### src/rtl/muldiv_pkg.sv
// Shared types and constants for the HI/LO multiply/divide unit.
package muldiv_pkg;

    localparam int unsigned DefDataW = 32;

    // Sliced down to DATA_W by users; covers widths up to 64.
    localparam logic [63:0] DivZeroLo = '1;

    typedef enum logic [1:0] {
        OpMult  = 2'b00,
        OpMultu = 2'b01,
        OpDiv   = 2'b10,
        OpDivu  = 2'b11
    } op_e;

    typedef enum logic [1:0] {
        StIdle,
        StCalc,
        StFix
    } state_e;

endpackage

### src/rtl/muldiv_iter_core.sv
// Unsigned 1-bit-per-cycle engine: shift-add multiply and restoring divide.
module muldiv_iter_core
    import muldiv_pkg::*;
#(
    parameter int unsigned DATA_W = DefDataW
) (
    input  logic                CLK,
    input  logic                RESET,
    input  logic                load,
    input  logic                step,
    input  logic                is_div,
    input  logic [DATA_W-1:0]   opa,
    input  logic [DATA_W-1:0]   opb,
    output logic [2*DATA_W-1:0] result
);

    // acc holds {partial product, multiplier} or {remainder, dividend/quotient}.
    logic [2*DATA_W-1:0] acc_q, acc_d;
    logic [DATA_W-1:0]   dvsr_q, dvsr_d;
    logic [DATA_W:0]     add_sum;
    logic [DATA_W:0]     sub_diff;

    always_comb begin
        add_sum  = {1'b0, acc_q[2*DATA_W-1:DATA_W]} + {1'b0, dvsr_q};
        sub_diff = acc_q[2*DATA_W-1:DATA_W-1] - {1'b0, dvsr_q};
        acc_d    = acc_q;
        dvsr_d   = dvsr_q;
        if (load) begin
            acc_d  = is_div ? {{DATA_W{1'b0}}, opa} : {{DATA_W{1'b0}}, opb};
            dvsr_d = is_div ? opb : opa;
        end else if (step) begin
            if (is_div) begin
                if (!sub_diff[DATA_W]) begin
                    acc_d = {sub_diff[DATA_W-1:0], acc_q[DATA_W-2:0], 1'b1};
                end else begin
                    acc_d = {acc_q[2*DATA_W-2:0], 1'b0};
                end
            end else if (acc_q[0]) begin
                acc_d = {add_sum, acc_q[DATA_W-1:1]};
            end else begin
                acc_d = {1'b0, acc_q[2*DATA_W-1:1]};
            end
        end
    end

    always_ff @(posedge CLK or negedge RESET) begin
        if (!RESET) begin
            acc_q  <= '0;
            dvsr_q <= '0;
        end else begin
            acc_q  <= acc_d;
            dvsr_q <= dvsr_d;
        end
    end

    assign result = acc_q;

endmodule

### src/rtl/muldiv_sequencer.sv
// HI/LO owner: sequences the iterative mul/div core, applies sign fixup, serves MF/MT and freeze.
module muldiv_sequencer
    import muldiv_pkg::*;
#(
    parameter int unsigned       DATA_W   = DefDataW,
    parameter logic [DATA_W-1:0] HILO_RST = '0
) (
    input  logic              CLK,
    input  logic              RESET,
    input  logic              start,
    input  logic [1:0]        op,
    input  logic [DATA_W-1:0] opa,
    input  logic [DATA_W-1:0] opb,
    input  logic              mfhi_req,
    input  logic              mflo_req,
    input  logic              mthi_we,
    input  logic              mtlo_we,
    input  logic [DATA_W-1:0] wdata,
    output logic [DATA_W-1:0] hi,
    output logic [DATA_W-1:0] lo,
    output logic              busy,
    output logic              done,
    output logic              freeze,
    output logic              div_zero
);

    localparam int unsigned       CntW    = $clog2(DATA_W);
    localparam logic [CntW-1:0]   LastCnt = CntW'(DATA_W - 1);

    state_e              state_q, state_d;
    logic [CntW-1:0]     cnt_q, cnt_d;
    op_e                 op_q;
    logic                sa_q, sb_q;
    logic [DATA_W-1:0]   opa_q;
    logic [DATA_W-1:0]   hi_q, hi_d, lo_q, lo_d;
    logic                done_q, div_zero_q;

    logic                load, step, core_is_div, accept;
    logic                in_signed;
    logic [DATA_W-1:0]   mag_a, mag_b;
    logic [2*DATA_W-1:0] raw, prod;
    logic [DATA_W-1:0]   quo, rem;

    // Signed ops feed magnitudes to the unsigned core; sign is restored in FIX.
    assign in_signed   = ~op[0];
    assign mag_a       = (in_signed && opa[DATA_W-1]) ? -opa : opa;
    assign mag_b       = (in_signed && opb[DATA_W-1]) ? -opb : opb;
    assign core_is_div = (state_q == StIdle) ? op[1] : op_q[1];
    assign accept      = (state_q == StIdle) && start;

    muldiv_iter_core #(
        .DATA_W (DATA_W)
    ) u_core (
        .CLK    (CLK),
        .RESET  (RESET),
        .load   (load),
        .step   (step),
        .is_div (core_is_div),
        .opa    (mag_a),
        .opb    (mag_b),
        .result (raw)
    );

    always_comb begin
        state_d = state_q;
        cnt_d   = cnt_q;
        load    = 1'b0;
        step    = 1'b0;
        unique case (state_q)
            StIdle: begin
                if (start) begin
                    load    = 1'b1;
                    cnt_d   = '0;
                    state_d = StCalc;
                end
            end
            StCalc: begin
                step  = 1'b1;
                cnt_d = cnt_q + 1'b1;
                if (cnt_q == LastCnt) begin
                    state_d = StFix;
                end
            end
            StFix:   state_d = StIdle;
            default: state_d = StIdle;
        endcase
    end

    always_comb begin
        prod = (!op_q[0] && (sa_q ^ sb_q)) ? -raw : raw;
        quo  = raw[DATA_W-1:0];
        rem  = raw[2*DATA_W-1:DATA_W];
        if (!op_q[0]) begin
            if (sa_q ^ sb_q) quo = -quo;
            if (sa_q)        rem = -rem;
        end
        hi_d = hi_q;
        lo_d = lo_q;
        if (state_q == StFix) begin
            if (!op_q[1]) begin
                hi_d = prod[2*DATA_W-1:DATA_W];
                lo_d = prod[DATA_W-1:0];
            end else if (div_zero_q) begin
                hi_d = opa_q;
                lo_d = DivZeroLo[DATA_W-1:0];
            end else begin
                hi_d = rem;
                lo_d = quo;
            end
        end else if (state_q == StIdle) begin
            if (mthi_we) hi_d = wdata;
            if (mtlo_we) lo_d = wdata;
        end
    end

    always_ff @(posedge CLK or negedge RESET) begin
        if (!RESET) begin
            state_q    <= StIdle;
            cnt_q      <= '0;
            op_q       <= OpMult;
            sa_q       <= 1'b0;
            sb_q       <= 1'b0;
            opa_q      <= '0;
            hi_q       <= HILO_RST;
            lo_q       <= HILO_RST;
            done_q     <= 1'b0;
            div_zero_q <= 1'b0;
        end else begin
            state_q <= state_d;
            cnt_q   <= cnt_d;
            hi_q    <= hi_d;
            lo_q    <= lo_d;
            done_q  <= (state_q == StFix);
            if (accept) begin
                op_q       <= op_e'(op);
                sa_q       <= opa[DATA_W-1];
                sb_q       <= opb[DATA_W-1];
                opa_q      <= opa;
                div_zero_q <= op[1] && (opb == '0);
            end
        end
    end

    assign hi       = hi_q;
    assign lo       = lo_q;
    assign busy     = (state_q != StIdle);
    assign done     = done_q;
    assign div_zero = div_zero_q;
    assign freeze   = busy && (start || mfhi_req || mflo_req || mthi_we || mtlo_we);

endmodule

### config.mk
export PLATFORM = sky130hd
export DESIGN_NAME = muldiv_sequencer
export DESIGN_NICKNAME = d
export VERILOG_FILES = /design/src/rtl/muldiv_pkg.sv /design/src/rtl/muldiv_iter_core.sv /design/src/rtl/muldiv_sequencer.sv
export SDC_FILE = /design/constraint.sdc
export NUM_CORES = 1
export LEC_CHECK = 0
export ABC_AREA = 1
export CELL_PAD_IN_SITES_DETAIL_PLACEMENT = 0
export CELL_PAD_IN_SITES_GLOBAL_PLACEMENT = 2
export CORE_MARGIN = 5
export CORE_UTILIZATION = 30
export CTS_BUF_LIST = sky130_fd_sc_hd__clkbuf_16
export DETAILED_ROUTE_END_ITERATION = 10
export GPL_TIMING_DRIVEN = 0
export PLACE_DENSITY_LB_ADDON = 0.1
export SLEW_MARGIN = 5
export SYNTH_ARGS = -nofsm -noshare
export SYNTH_HDL_FRONTEND = slang
export SYNTH_SLANG_ARGS = --single-unit
### constraint.sdc
create_clock -name CLK -period 3 [get_ports CLK]
set_clock_uncertainty 0.1 [all_clocks]
set_input_delay 0.6 -clock CLK [delete_from_list [all_inputs] [get_ports CLK]]
set_output_delay 0.6 -clock CLK [all_outputs]
set_load 0.005 [all_outputs]
Word level (Yosys, flattened, before mapping)
Cells that the tools add are included.
{ "word_totals": {"inputBits": 105, "output_inout_bits": 68, "register_bits": 205} }
{ "op_classes": {"n_mux": 33, "n_addsub": 8, "eq_ne": 5, "reduce_logical": 23, "n_bitwise": 2} }
{ "op_table": {"columns": ["op", "n"], "rows": [
  ["$mux W32", 18],
  ["$mux W64", 6],
  ["$neg A32 Y32", 4],
  ["$neg A64 Y64", 1],
  ["$add A32 B32 Y33", 1],
  ["$sub A33 B32 Y33", 1],
  ["$logic_not A32 Y1", 1],
  ["$reduce_bool A2 Y1", 6],
  ["$pmux W5 S2", 1],
  ["$reduce_and A2 Y1", 4],
  ["$logic_and A1 B1 Y1", 6],
  ["$add A5 B1 Y5 const B", 1],
  ["$eq A5 B5 Y1 const B", 1],
  ["$mux W5", 1],
  ["$logic_or A1 B1 Y1", 4],
  ["$mux W1", 4],
  ["$mux W2", 2],
  ["$ne A2 B2 Y1 const B", 2],
  ["$pmux W2 S2", 1],
  ["$eq A2 B1 Y1 const B", 1],
  ["$eq A2 B2 Y1 const B", 1],
  ["$logic_not A2 Y1", 1],
  ["$logic_not A1 Y1", 1],
  ["$not A1 Y1", 1],
  ["$xor A1 B1 Y1", 1]
]} }

Longest topological paths before layout
Gate-level depths: netlist of run 1.
{ "logic_depth": {"ltp_word": 6, "depth_mapped": 19, "mapped_depth_nobuf": 19} }

Hierarchy
From an unflattened synthesis of run 1, not the netlist that was laid out.
{ "unflattened": {"hier_cells": 3476, "hier_area_um2": 20567.2} }
{ "by_module_without_submodules": {"columns": ["module", "area_each_um2", "instances", "cells_each"], "rows": [
  ["muldiv_iter_core", 10727.8, 1, 1860],
  ["muldiv_sequencer", 9839.4, 1, 1616]
]} }

Least setup slack after synthesis of run 1
OpenSTA, ideal clock, no wires.
{ "synth_timing": {"path_type": "register to register", "from": "register u_core.acc_q[31] (netlist: u_core.result[31])", "to": "register u_core.acc_q[57] (netlist: u_core.result[57])", "n_path_buf": 1, "setup_time_ns": 0.117, "period_less_slack_ns": 2.371, "t_arrival_ns": 2.155, "stages_incl_launch_ff": 19, "path_slack_ns": 0.629, "path_cell_list": "dfrtp_1 inv_1 ha_1 fa_1 inv_1 nand2_1 nand2_1 nand3_1 nand2_2 nand2_2 nand2_4 nand2_2 nand3_1 nand2_4 buf_6 nand2_1 nand3_1 nand2_1 nand2_1"} }
{ "synth_between": {"elab_chain_len": 5} }
{ "synth_lines": {"columns": ["element", "line", "source"], "rows": [
  ["start: declaration", "muldiv_iter_core.sv:18", "logic [2*DATA_W-1:0] acc_q, acc_d;"],
  ["start signal: assignment", "muldiv_iter_core.sv:48", "acc_q <= '0;"],
  ["start signal: assignment", "muldiv_iter_core.sv:51", "acc_q <= acc_d;"],
  ["$sub A33 B32 Y33", "muldiv_iter_core.sv:25", "sub_diff = acc_q[2*DATA_W-1:DATA_W-1] - {1'b0, dvsr_q};"],
  ["$mux W64", "muldiv_iter_core.sv:33", "if (!sub_diff[DATA_W]) begin"],
  ["$mux W64", "muldiv_iter_core.sv:32", "if (is_div) begin"],
  ["$mux W64", "muldiv_iter_core.sv:31", "end else if (step) begin"],
  ["$mux W64", "muldiv_iter_core.sv:28", "if (load) begin"]
]} }
Every way passes these cells. The select of a mux whose other input is x is not followed.
A chain may end at the register's enable or synchronous reset.

Worst setup path after layout of run 1
{ "layout_timing": {"from": "input port op[0]", "to": "register u_core.acc_q[6] (netlist: u_core.result[6])"} }
{ "layout_between": {"elab_chain_len": 5, "word_cells_on_any_way": 7, "cone_classes": "mux: 4; bitwise: 1; reduce/logical: 2"} }
{ "layout_lines": {"columns": ["element", "line", "source"], "rows": [
  ["start: declaration", "muldiv_sequencer.sv:11", "input logic [1:0] op,"],
  ["$not A1 Y1 *", "muldiv_sequencer.sv:45", "assign in_signed = ~op[0];"],
  ["$logic_and A1 B1 Y1 (on tied branches)", "muldiv_sequencer.sv:47, muldiv_sequencer.sv:46", null],
  ["$mux W32 (on tied branches)", "muldiv_sequencer.sv:47, muldiv_sequencer.sv:46", null],
  ["$mux W32 *", "muldiv_iter_core.sv:29", "acc_d = is_div ? {{DATA_W{1'b0}}, opa} : {{DATA_W{1'b0}}, opb};"],
  ["$mux W64 *", "muldiv_iter_core.sv:28", null]
]} }
Mark *: on every way between the ends. The rest lies on a longest branch, timed or not.

==> metrics, run 1 <==
status finished, violations left; failing checks setup timing; TritonCTS Buffers 28; initial antenna violation count 9; commonest non-fill, non-tap cell in the layout nand2_1; Avg WL per Cell 25.2 um; first-pass GRT wire length ~170000 um; final instance area between 20000 and 25000 sq um; Max Cap Violations 0; Post-DP Area 23300 sq um; synthesized cell area 20500 sq um; critical path's top delay family buffers and inverters; PwrDens roughly 1400 nW/um^2; setup_tns -0.00575 ns; CORE AREA 67400 sq um; Die H 271 um; setup ws final -0.00575 ns; Critical Path AT 3.43 ns; VDD IR max 0.000511 V; gp weighted congestion 0.996; Rows 95; I/O Buffers 172; Slew @ Worst Pin 1.09 ns; crit share post-route 100%; largest net degree at the start of global routing 87; Post-DP HPWL 98800 um; setup violators final 1; Period minus WS final between 3 and 4 ns; wirelength, routed 117000 um; setup repair after global routing missed its margin true; Mapped Cells 3515; Syn Nets 3692; sequential fraction of the synthesis area 24.9%; Max Root-Sink Buffers 3; nets 3911; number of distinct library cells after synthesis 51; gr ovfl total 0; most common flop cell mapped by yosys dfrtp_1; crit path max-delay cell type clkdlybuf4s50_1; initial core utilization 30.4%; CTS sink cnt between 200 and 250; H-tree depth 1; Leak between 10 and 15 nW; via/cell ratio 5.33; DRT antenna net count 0; CP Launch Type primary input; gr usage total 30.3%; router iterations before antenna repair 6; Slew HR 27.2%; die area 73600 sq um; most frequent cells in the layout nand2_1 (1132), inv_1 (436), nor2_1 (407), nand3_1 (283), a21oi_1 (274); Slew Limit Fails 0; IO Count 173; EDFF count, synth 0; slowest stage delay, CP 0.67 ns; buffer and inverter count on the worst path 4; DRC viols 0; share of layout cells above drive strength 1 about 6.2%; CP Capture Type flip-flop; Avg Cell Area, Syn 5.82 sq um; clk slew on worst S/H paths 0.07 ns; worst hold-check path type primary input to async pin; worst-path fanout max 10; total power about 35 mW; number of global-route vias before repair roughly 23000; Crit Path Class primary input to flip-flop; insertion delay to the later sink of the worst-skew pair around 0.60 ns; synth warn 0; WP data required 3.42 ns; via count 24600; root buffer cell clkbuf_16; Register Area 5120 sq um; filler cell count 7518; ant diodes 0; Post-synth ARST share 100%; TritonCTS clock tree done; fmax 333 MHz; DIE WIDTH 271 um; Initial DRC Count between 2000 and 3000; Cell Chain, Critical Path clkdlybuf4s50_1 > nor2_4 > inv_1 > clkbuf_1 > a21oi_1 > xor2_1 > nand2_1 > nand2_1 > o221ai_1 > inv_1; Final Hold Violating Endpoints 0; P&R area growth vs syn 20.2%; area of the multi-input gates 13100 sq um; #FFs+latches synth 204
[registers in the layout, indices dropped and copies added (netlist names), 2 cells and up]
signal,cells
u_core.result,64
hi,32
lo,32
u_core.dvsr_q,32
opa_q,31
cnt_q,5
op_q,2
state_q,2
[final cells by class]
cell class | count | area share (%)
clock inverters | 19 | 0.712
repair buffers | 190 | 8.08
inverters | 450 | 6.90
multi-input cells | 2710 | 53.3
flip-flops and latches | 204 | 20.8
plain buffers | 150 | 2.94
well taps | 873 | 4.44
clock buffers | 28 | 2.85
[where the power goes]
part	switching, mW	internal (mW)
combinational	17.1	8.51
sequential	1.71	4.16
clock	1.45	1.93
total	20.2	14.6
[per-stage QoR]
step	std cells	utilization (%)	hold WS [ns]	setup WS, ns
finish	4624	36.5	0.351	-0.00575
global route	4624	36.5	0.396	-0.0396
global placement	4560	34.6	0.385	-8.12
floorplan	3515	-	0.204	0.629
detailed placement	4562	34.6	0.389	-0.856
CTS	4613	36.1	0.369	0.00535
[path summary, 6_finish.rpt]
check                                               from                       endpoint  slack (ns)  depth (start not counted)
setup / recovery                                   op[0]   u_core.result[6]$_DFFE_PN0P_      -0.006                         10
hold / removal                                     RESET  u_core.dvsr_q[28]$_DFFE_PN0P_        0.35                          2
hold reg to reg                     cnt_q[4]$_DFFE_PN0P_           cnt_q[4]$_DFFE_PN0P_        0.40                          1
setup reg to reg           u_core.dvsr_q[21]$_DFFE_PN0P_  u_core.result[63]$_DFFE_PN0P_        0.03                         15
min in group CLK                    cnt_q[4]$_DFFE_PN0P_           cnt_q[4]$_DFFE_PN0P_        0.40                          1
max in group asynchronous                          RESET   u_core.result[4]$_DFFE_PN0P_        1.21                          4
[cells by family after synthesis]
group                    share of synthesized area [%]
AO/OA/AOI/OAI                                     16.3
flip-flops                                        24.9
AND/OR/NAND/NOR                                   39.0
adder cells (fa/ha/maj)                           4.47
buffers and inverters                             11.7
XOR/XNOR                                          3.51
[timing repair]
item / CTS / global route
endpoints found under the hold margin: 37 / 0
setup endpoints to repair: 65 / 43
resized for setup: 20 / 52
hold buffers: 1 / 0
pin swaps: 1 / 4
setup buffers: 4 / 8
gates cloned: 0 / 3
[synthesized netlist by cell type (24+ instances only)]
| master | instances | area [sq um] |
|---|---|---|
| clkbuf_1 | 76 | 285 |
| o21ai_0 | 198 | 991 |
| dfrtp_1 | 204 | 5100 |
| xor2_1 | 66 | 578 |
| o211ai_1 | 35 | 263 |
| inv_1 | 438 | 1640 |
| a21oi_1 | 274 | 1370 |
| nand2_1 | 1137 | 4270 |
| ha_1 | 70 | 876 |
| buf_2 | 54 | 270 |
| nand3_1 | 288 | 1440 |
| nor2_1 | 416 | 1560 |
| o22ai_1 | 24 | 150 |
[routing by layer]
metal	wire length, um	vias up	track usage (%)
met3	8270	147	3.95
met4	4190	2	8.70
met5	13	-	0
met1	53300	11800	43.7
li1	-	11700	-
met2	51000	989	47.4
(Power assumes the default switching activity.)
==> run 2: changes to the inputs <==
==> constraint.sdc (replaced) <==
create_clock -name CLK -period 2.8 [get_ports CLK]
set_clock_uncertainty 0.1 [all_clocks]
set_input_delay 0.56 -clock CLK [delete_from_list [all_inputs] [get_ports CLK]]
set_output_delay 0.56 -clock CLK [all_outputs]
set_load 0.005 [all_outputs]
==> metrics, run 2 (synthesis results as in run 1) <==
first-pass GRT wire length 166000 um (+0.51%); via/cell ratio 5.34 (+0.14%); failing checks setup timing; gr usage total 30.4% (+0.17 points); TritonCTS Buffers 28 (unchanged); Slew Limit Fails 0 (unchanged); via count 24800 (+0.70%); setup violators final 3 (+2); Worst R2R End lo[21]$_DFFE_PN0P_; I/O Buffers 172 (unchanged); setup ws final -0.0168 ns (-0.0110 ns); Leak 12.3 nW (+1.5%); Die H 271 um (unchanged); met2 Track Usage GR 47.7% (+0.30 points); worst hold slack 0.328 ns (-0.0232 ns); CP Launch Type primary input; Initial DRC Count 2750 (+4.0%); fmax about 360 MHz; clk slew on worst S/H paths 0.07 ns (about the same); DRC viols 0 (unchanged); commonest non-fill, non-tap cell in the layout nand2_1; GR Util met3 3.74% (-0.21 points); initial core utilization 30.4% (unchanged); wirelength, routed 117000 um (+0.56%); setup_tns -0.0284 ns (-0.0226 ns); status finished, violations left; H-tree depth 1 (unchanged); R2R Setup Slk 0.02 ns (about the same); Avg WL per Cell 25.2 um (about the same); TritonCTS clock tree done; worst-path fanout max 10 (unchanged); VDD IR max 0.000557 V (+9.1%); Max Cap Violations 0 (unchanged); setup repair after global routing missed its margin true; P&R area growth vs syn 23.2%; Slew HR 29.9% (+2.7 points); crit share post-route 101%; most frequent cells in the layout nand2_1 (1110), inv_1 (429), nor2_1 (400), nand3_1 (272), a21oi_1 (269); Final Hold Violating Endpoints 0 (unchanged); initial antenna violation count 9 (unchanged); CORE AREA 67400 sq um (unchanged); nets 3936 (+0.64%); router iterations before antenna repair 6 (unchanged); DIE WIDTH 271 um (unchanged); RR Startpoint sb_q$_DFFE_PN0P_; Slew @ Worst Pin 1.05 ns (-0.0408 ns); Critical Path AT 3.13 ns (-0.30 ns); Period minus WS final 2.82 ns; total power 38.4 mW (+10%); Rows 95 (unchanged); IO Count 173 (unchanged); Register Area 5130 sq um (about the same); filler cell count 7479 (-0.52%); CP Capture Type flip-flop; number of global-route vias before repair 23300 (+0.74%); largest net degree at the start of global routing 87 (unchanged); area of the multi-input gates 13500 sq um (+3.0%); Post-DP HPWL 98800 um (unchanged); gr ovfl total 0 (unchanged); insertion delay to the later sink of the worst-skew pair 0.60 ns (about the same); DRT antenna net count 0 (unchanged); Largest register FFs 64 (unchanged); share of layout cells above drive strength 1 8.92% (+2.8 points); root buffer cell clkbuf_16; Crit Path Class primary input to flip-flop; CTS sink cnt 204 (unchanged); Max Root-Sink Buffers 3 (unchanged); GRT busiest layer met2; WP data required 3.11 ns (-0.31 ns); PwrDens 1520 nW/um^2 (+7.6%); met1 GRT Util 44.1% (+0.41 points); gp weighted congestion 0.996 (unchanged); reg2reg path depth 8 (-7); worst hold-check path type primary input to async pin; die area 73600 sq um (unchanged)
## run 2: cell types whose count changed in the layout (fill, tap and decap cells not counted), sizes merged
cell	change
buf	+28
clkdlybuf4s50	-4
clkbuf	-3
dlymetal6s2s	+3
diode	+1
dlygate4sd2	+1
## run 2: worst max path at each step
stage / startpoint / end / slack [ns] / cells past startpoint
after CTS: op[0] / u_core.result[1]$_DFFE_PN0P_ / 0.003 / 8
after global placement: RESET / u_core.result[5]$_DFFE_PN0P_ / -8.28 / 1
final: op[0] / u_core.result[1]$_DFFE_PN0P_ / -0.02 / 8
after floorplan: u_core.result[31]$_DFFE_PN0P_ / u_core.result[57]$_DFFE_PN0P_ / 0.43 / 18
after detailed placement: u_core.result[0]$_DFFE_PN0P_ / lo[26]$_DFFE_PN0P_ / -1.06 / 11
after global routing: opa[1] / u_core.result[20]$_DFFE_PN0P_ / -0.03 / 14
## run 2: area by class of cell
type / count / share of cell area [%]
Multi-Input combinational cell: 2710 / 53.5
Sequential cell: 204 / 20.3
Timing Repair Buffer: 214 / 8.51
Inverter: 450 / 6.80
Tap cell: 873 / 4.33
Buffer: 151 / 3.00
Clock buffer: 28 / 2.78
Clock inverter: 19 / 0.695
Antenna cell: 1 / 0.00992
## run 2: stage by stage
stage	cell area, sq um	utilization (%)	setup slack [ns]	cells
after floorplan	20500	-	0.429	3515
after global placement	23300	34.6	-8.28	4560
after detailed placement	23300	34.6	-1.06	4562
after CTS	24800	36.7	0.00253	4632
after global routing	25200	37.4	-0.0251	4649
final	25200	37.4	-0.0168	4650
## run 2: report_power, final
part           internal [mW]  switching (mW)
Sequential              4.46            1.75
Clock                   2.07            1.55
Combinational           9.68            18.9
Total                   16.2            22.2
## run 2: worst max-delay path, cell delays in order
cell             delay, ns
clkdlybuf4s50_1       0.68
nor2_4                0.38
inv_2                 0.09
buf_2                 0.21
o21ai_0               0.73
a21oi_1               0.14
a21oi_1               0.21
a22oi_1               0.12
## run 2: what timing repair did
item	CTS	global route
hold endpoints to repair	37	0
buffers inserted	22	17
pin swaps	14	14
cloned	1	0
gates resized for setup	107	95
endpoints found under the setup margin	80	78
hold buffers	1	0
## run 2: metal layers
layer / up-vias / part of all wire (%) / routed length [um]
met5: - / 0.029 / 34
met2: 1042 / 44 / 51200
met1: 11900 / 46 / 53600
li1: 11700 / - / -
met4: 2 / 3.7 / 4290
met3: 167 / 7.0 / 8200
==> run 3: changes to the inputs <==
--- a/config.mk
+++ b/config.mk
@@ -9,12 +9,11 @@
 export CELL_PAD_IN_SITES_DETAIL_PLACEMENT = 0
 export CELL_PAD_IN_SITES_GLOBAL_PLACEMENT = 2
 export CORE_MARGIN = 5
-export CORE_UTILIZATION = 30
+export CORE_UTILIZATION = 32
 export CTS_BUF_LIST = sky130_fd_sc_hd__clkbuf_16
 export DETAILED_ROUTE_END_ITERATION = 10
 export GPL_TIMING_DRIVEN = 0
 export PLACE_DENSITY_LB_ADDON = 0.1
-export SLEW_MARGIN = 5
 export SYNTH_ARGS = -nofsm -noshare
 export SYNTH_HDL_FRONTEND = slang
 export SYNTH_SLANG_ARGS = --single-unit
==> metrics, run 3 (synthesis results as in run 1) <==
status finished, violations left; failing checks setup timing; gr usage total 31.3% (+0.89 points); Largest register FFs 64 (unchanged); Slew @ Worst Pin 1.11 ns (+0.0569 ns); CP Capture Type flip-flop; CTS sink cnt 204 (unchanged); final instance area 24900 sq um (-1.4%); Period minus WS final 2.84 ns (+0.0272 ns); initial antenna violation count 3 (-6); router iterations before antenna repair 6 (unchanged); Post-DP HPWL 96900 um (-1.9%); crit path max-delay cell type o21ai_0; most frequent cells in the layout nand2_1 (1119), inv_1 (431), nor2_1 (402), nand3_1 (275), a21oi_1 (271); die area 69100 sq um (-6.0%); reg2reg path depth 8 (unchanged); IO Count 173 (unchanged); setup repair after global routing missed its margin true; R2R Setup Slk -0.04 ns (-0.06 ns); slowest stage delay, CP 0.64 ns (-0.09 ns); Switching Fraction 58.5% (+0.68 points); DRT antenna net count 0 (unchanged); combinational power share 75.3% (+0.9 points); I/O Buffers 172 (unchanged); via/cell ratio 5.37 (+0.68%); worst-path fanout max 10 (unchanged); root buffer cell clkbuf_16; most used cell, CP buf_4; crit share post-route 102% (+0.97 points); wirelength, routed 114000 um (-2.6%); ant diodes 0 (-1); Leak 12.2 nW (-1.2%); WP data required 3.11 ns (about the same); largest net degree at the start of global routing 91 (+4.6%); Avg WL per Cell 24.8 um (-1.6%); Rows 92 (-3.2%); Final Hold Violating Endpoints 0 (unchanged); Worst R2R End lo[21]$_DFFE_PN0P_; PwrDens 1520 nW/um^2 (about the same); Slew Limit Fails 0 (unchanged); first-pass GRT wire length 162000 um (-2.3%); fin util 39.3% (+1.9 points); setup_tns -0.0636 ns (-0.0352 ns); worst hold-check path type primary input to async pin; share of layout cells above drive strength 1 7.56% (-1.4 points); CP Launch Type flip-flop; clk slew on worst S/H paths 0.06 ns (about the same); fmax 352 MHz (-0.96%); nets 3920 (-0.41%); DRC viols 0 (unchanged); setup violators final 2 (-1); Cell Chain, Critical Path nor2_1 > nor3_4 > buf_4 > buf_4 > nand2_1 > xor2_1 > o21ai_0 > a21oi_1; setup ws final -0.0440 ns (-0.0272 ns); P&R area growth vs syn 21.5%; Initial DRC Count 2680 (-2.5%); insertion delay to the later sink of the worst-skew pair 0.60 ns (about the same); Psw 22.1 mW (-0.26%); gp weighted congestion 1.04 (+4.1%); Internal 15.7 mW (-3.0%); TritonCTS Buffers 27 (-3.6%); RR Startpoint sb_q$_DFFE_PN0P_; gr ovfl total 0 (unchanged); VDD IR max 0.000566 V (+1.6%); DIE WIDTH 263 um (-3.1%); Clock Power Share 8.5% (-0.9 points); via count 24700 (-0.29%); Critical Path AT 3.15 ns (+0.02 ns); Post-DP Area 23300 sq um (-0.14%); worst hold slack 0.331 ns (+0.00302 ns); Max Root-Sink Buffers 3 (unchanged); commonest non-fill, non-tap cell in the layout nand2_1; number of global-route vias before repair 23300 (-0.081%); initial core utilization 32.4% (+2.0 points); Crit Path Class flip-flop to flip-flop; Setup WS pre-CTS -0.948 ns (+0.107 ns); Slew HR 26.1% (-3.8 points); CORE AREA 63200 sq um (-6.2%); Die H 263 um (-3.1%); Sequential Power Share 16.2% (about the same); TritonCTS clock tree done; H-tree depth 1 (unchanged); Max Cap Violations 0 (unchanged); filler cell count 7046 (-5.8%)
## run 3: changes by cell type in the layout (fill, tap and decap cells not counted), sizes merged, moves of 2 or more
cell,delta
buf,-16
dlygate4sd2,+6
bufinv,-3
dlymetal6s2s,-5
inv,+2
## run 3: final cells by class
type / instances / area [sq um] / share of cell area [%]
Multi-Input combinational cell: 2710 / 13400 / 53.9
Sequential cell: 204 / 5120 / 20.6
Timing Repair Buffer: 201 / 2050 / 8.26
Inverter: 450 / 1710 / 6.87
Tap cell: 846 / 1060 / 4.26
Buffer: 149 / 741 / 2.98
Clock buffer: 27 / 676 / 2.72
Clock inverter: 18 / 105 / 0.423
## run 3: critical path: cells and delay by family, from the launching register on
kind,cells,cell delay (ns)
DFF,1,0.45
xor gates and xnor gates,1,0.17
AOI/OAI and AO/OA,2,0.77
and+or+nand+nor,3,0.62
buffers and inverters,2,0.53
## run 3: routing by layer
| layer | part of all wire (%) | vias up | track usage (%) |
|---|---|---|---|
| li1 | - | 11700 | - |
| met3 | 7.4 | 148 | 3.49 |
| met5 | 0 | - | 0 |
| met1 | 45 | 11900 | 45.3 |
| met2 | 43 | 1022 | 48.7 |
| met4 | 4.3 | 0 | 10.8 |
## run 3: timing repair
action                                  CTS  global route
gates resized for setup                  63           101
buffers inserted                         12            11
hold buffers                              1             0
pin swaps                                 5            12
cloned                                    0             3
endpoints found under the setup margin   79            73
hold endpoints to repair                 27             0
## run 3: power by group through the flow
stage                     registers [mW]  logic, mW  clock network (mW)
after CTS                           6.09       26.8                3.25
final                               6.13       28.5                3.23
after detailed placement            6.16       26.2                   0
after global placement              6.14       26.1                   0
after global routing                6.26       31.0                3.35
after floorplan                     5.40       16.8                   0
## run 3: worst max path at each step
stage	from	endpoint	slack [ns]	cells after the start
after floorplan	u_core.result[31]$_DFFE_PN0P_	u_core.result[57]$_DFFE_PN0P_	0.43	18
after global placement	RESET	cnt_q[0]$_DFFE_PN0P_	-8.30	1
after detailed placement	opa[10]	u_core.dvsr_q[27]$_DFFE_PN0P_	-0.95	11
after CTS	opa[1]	u_core.result[20]$_DFFE_PN0P_	0.003	14
after global routing	u_core.result[32]$_DFFE_PN0P_	u_core.result[63]$_DFFE_PN0P_	-0.10	16
final	sb_q$_DFFE_PN0P_	lo[21]$_DFFE_PN0P_	-0.04	8
## run 3: through the flow
stage,cells,power (mW)
3_3_place_gp,4533,32.2
3_5_place_dp,4535,32.4
6_report,4605,37.9
5_1_grt,4605,40.6
2_1_floorplan,3515,22.2
4_1_cts,4592,36.1
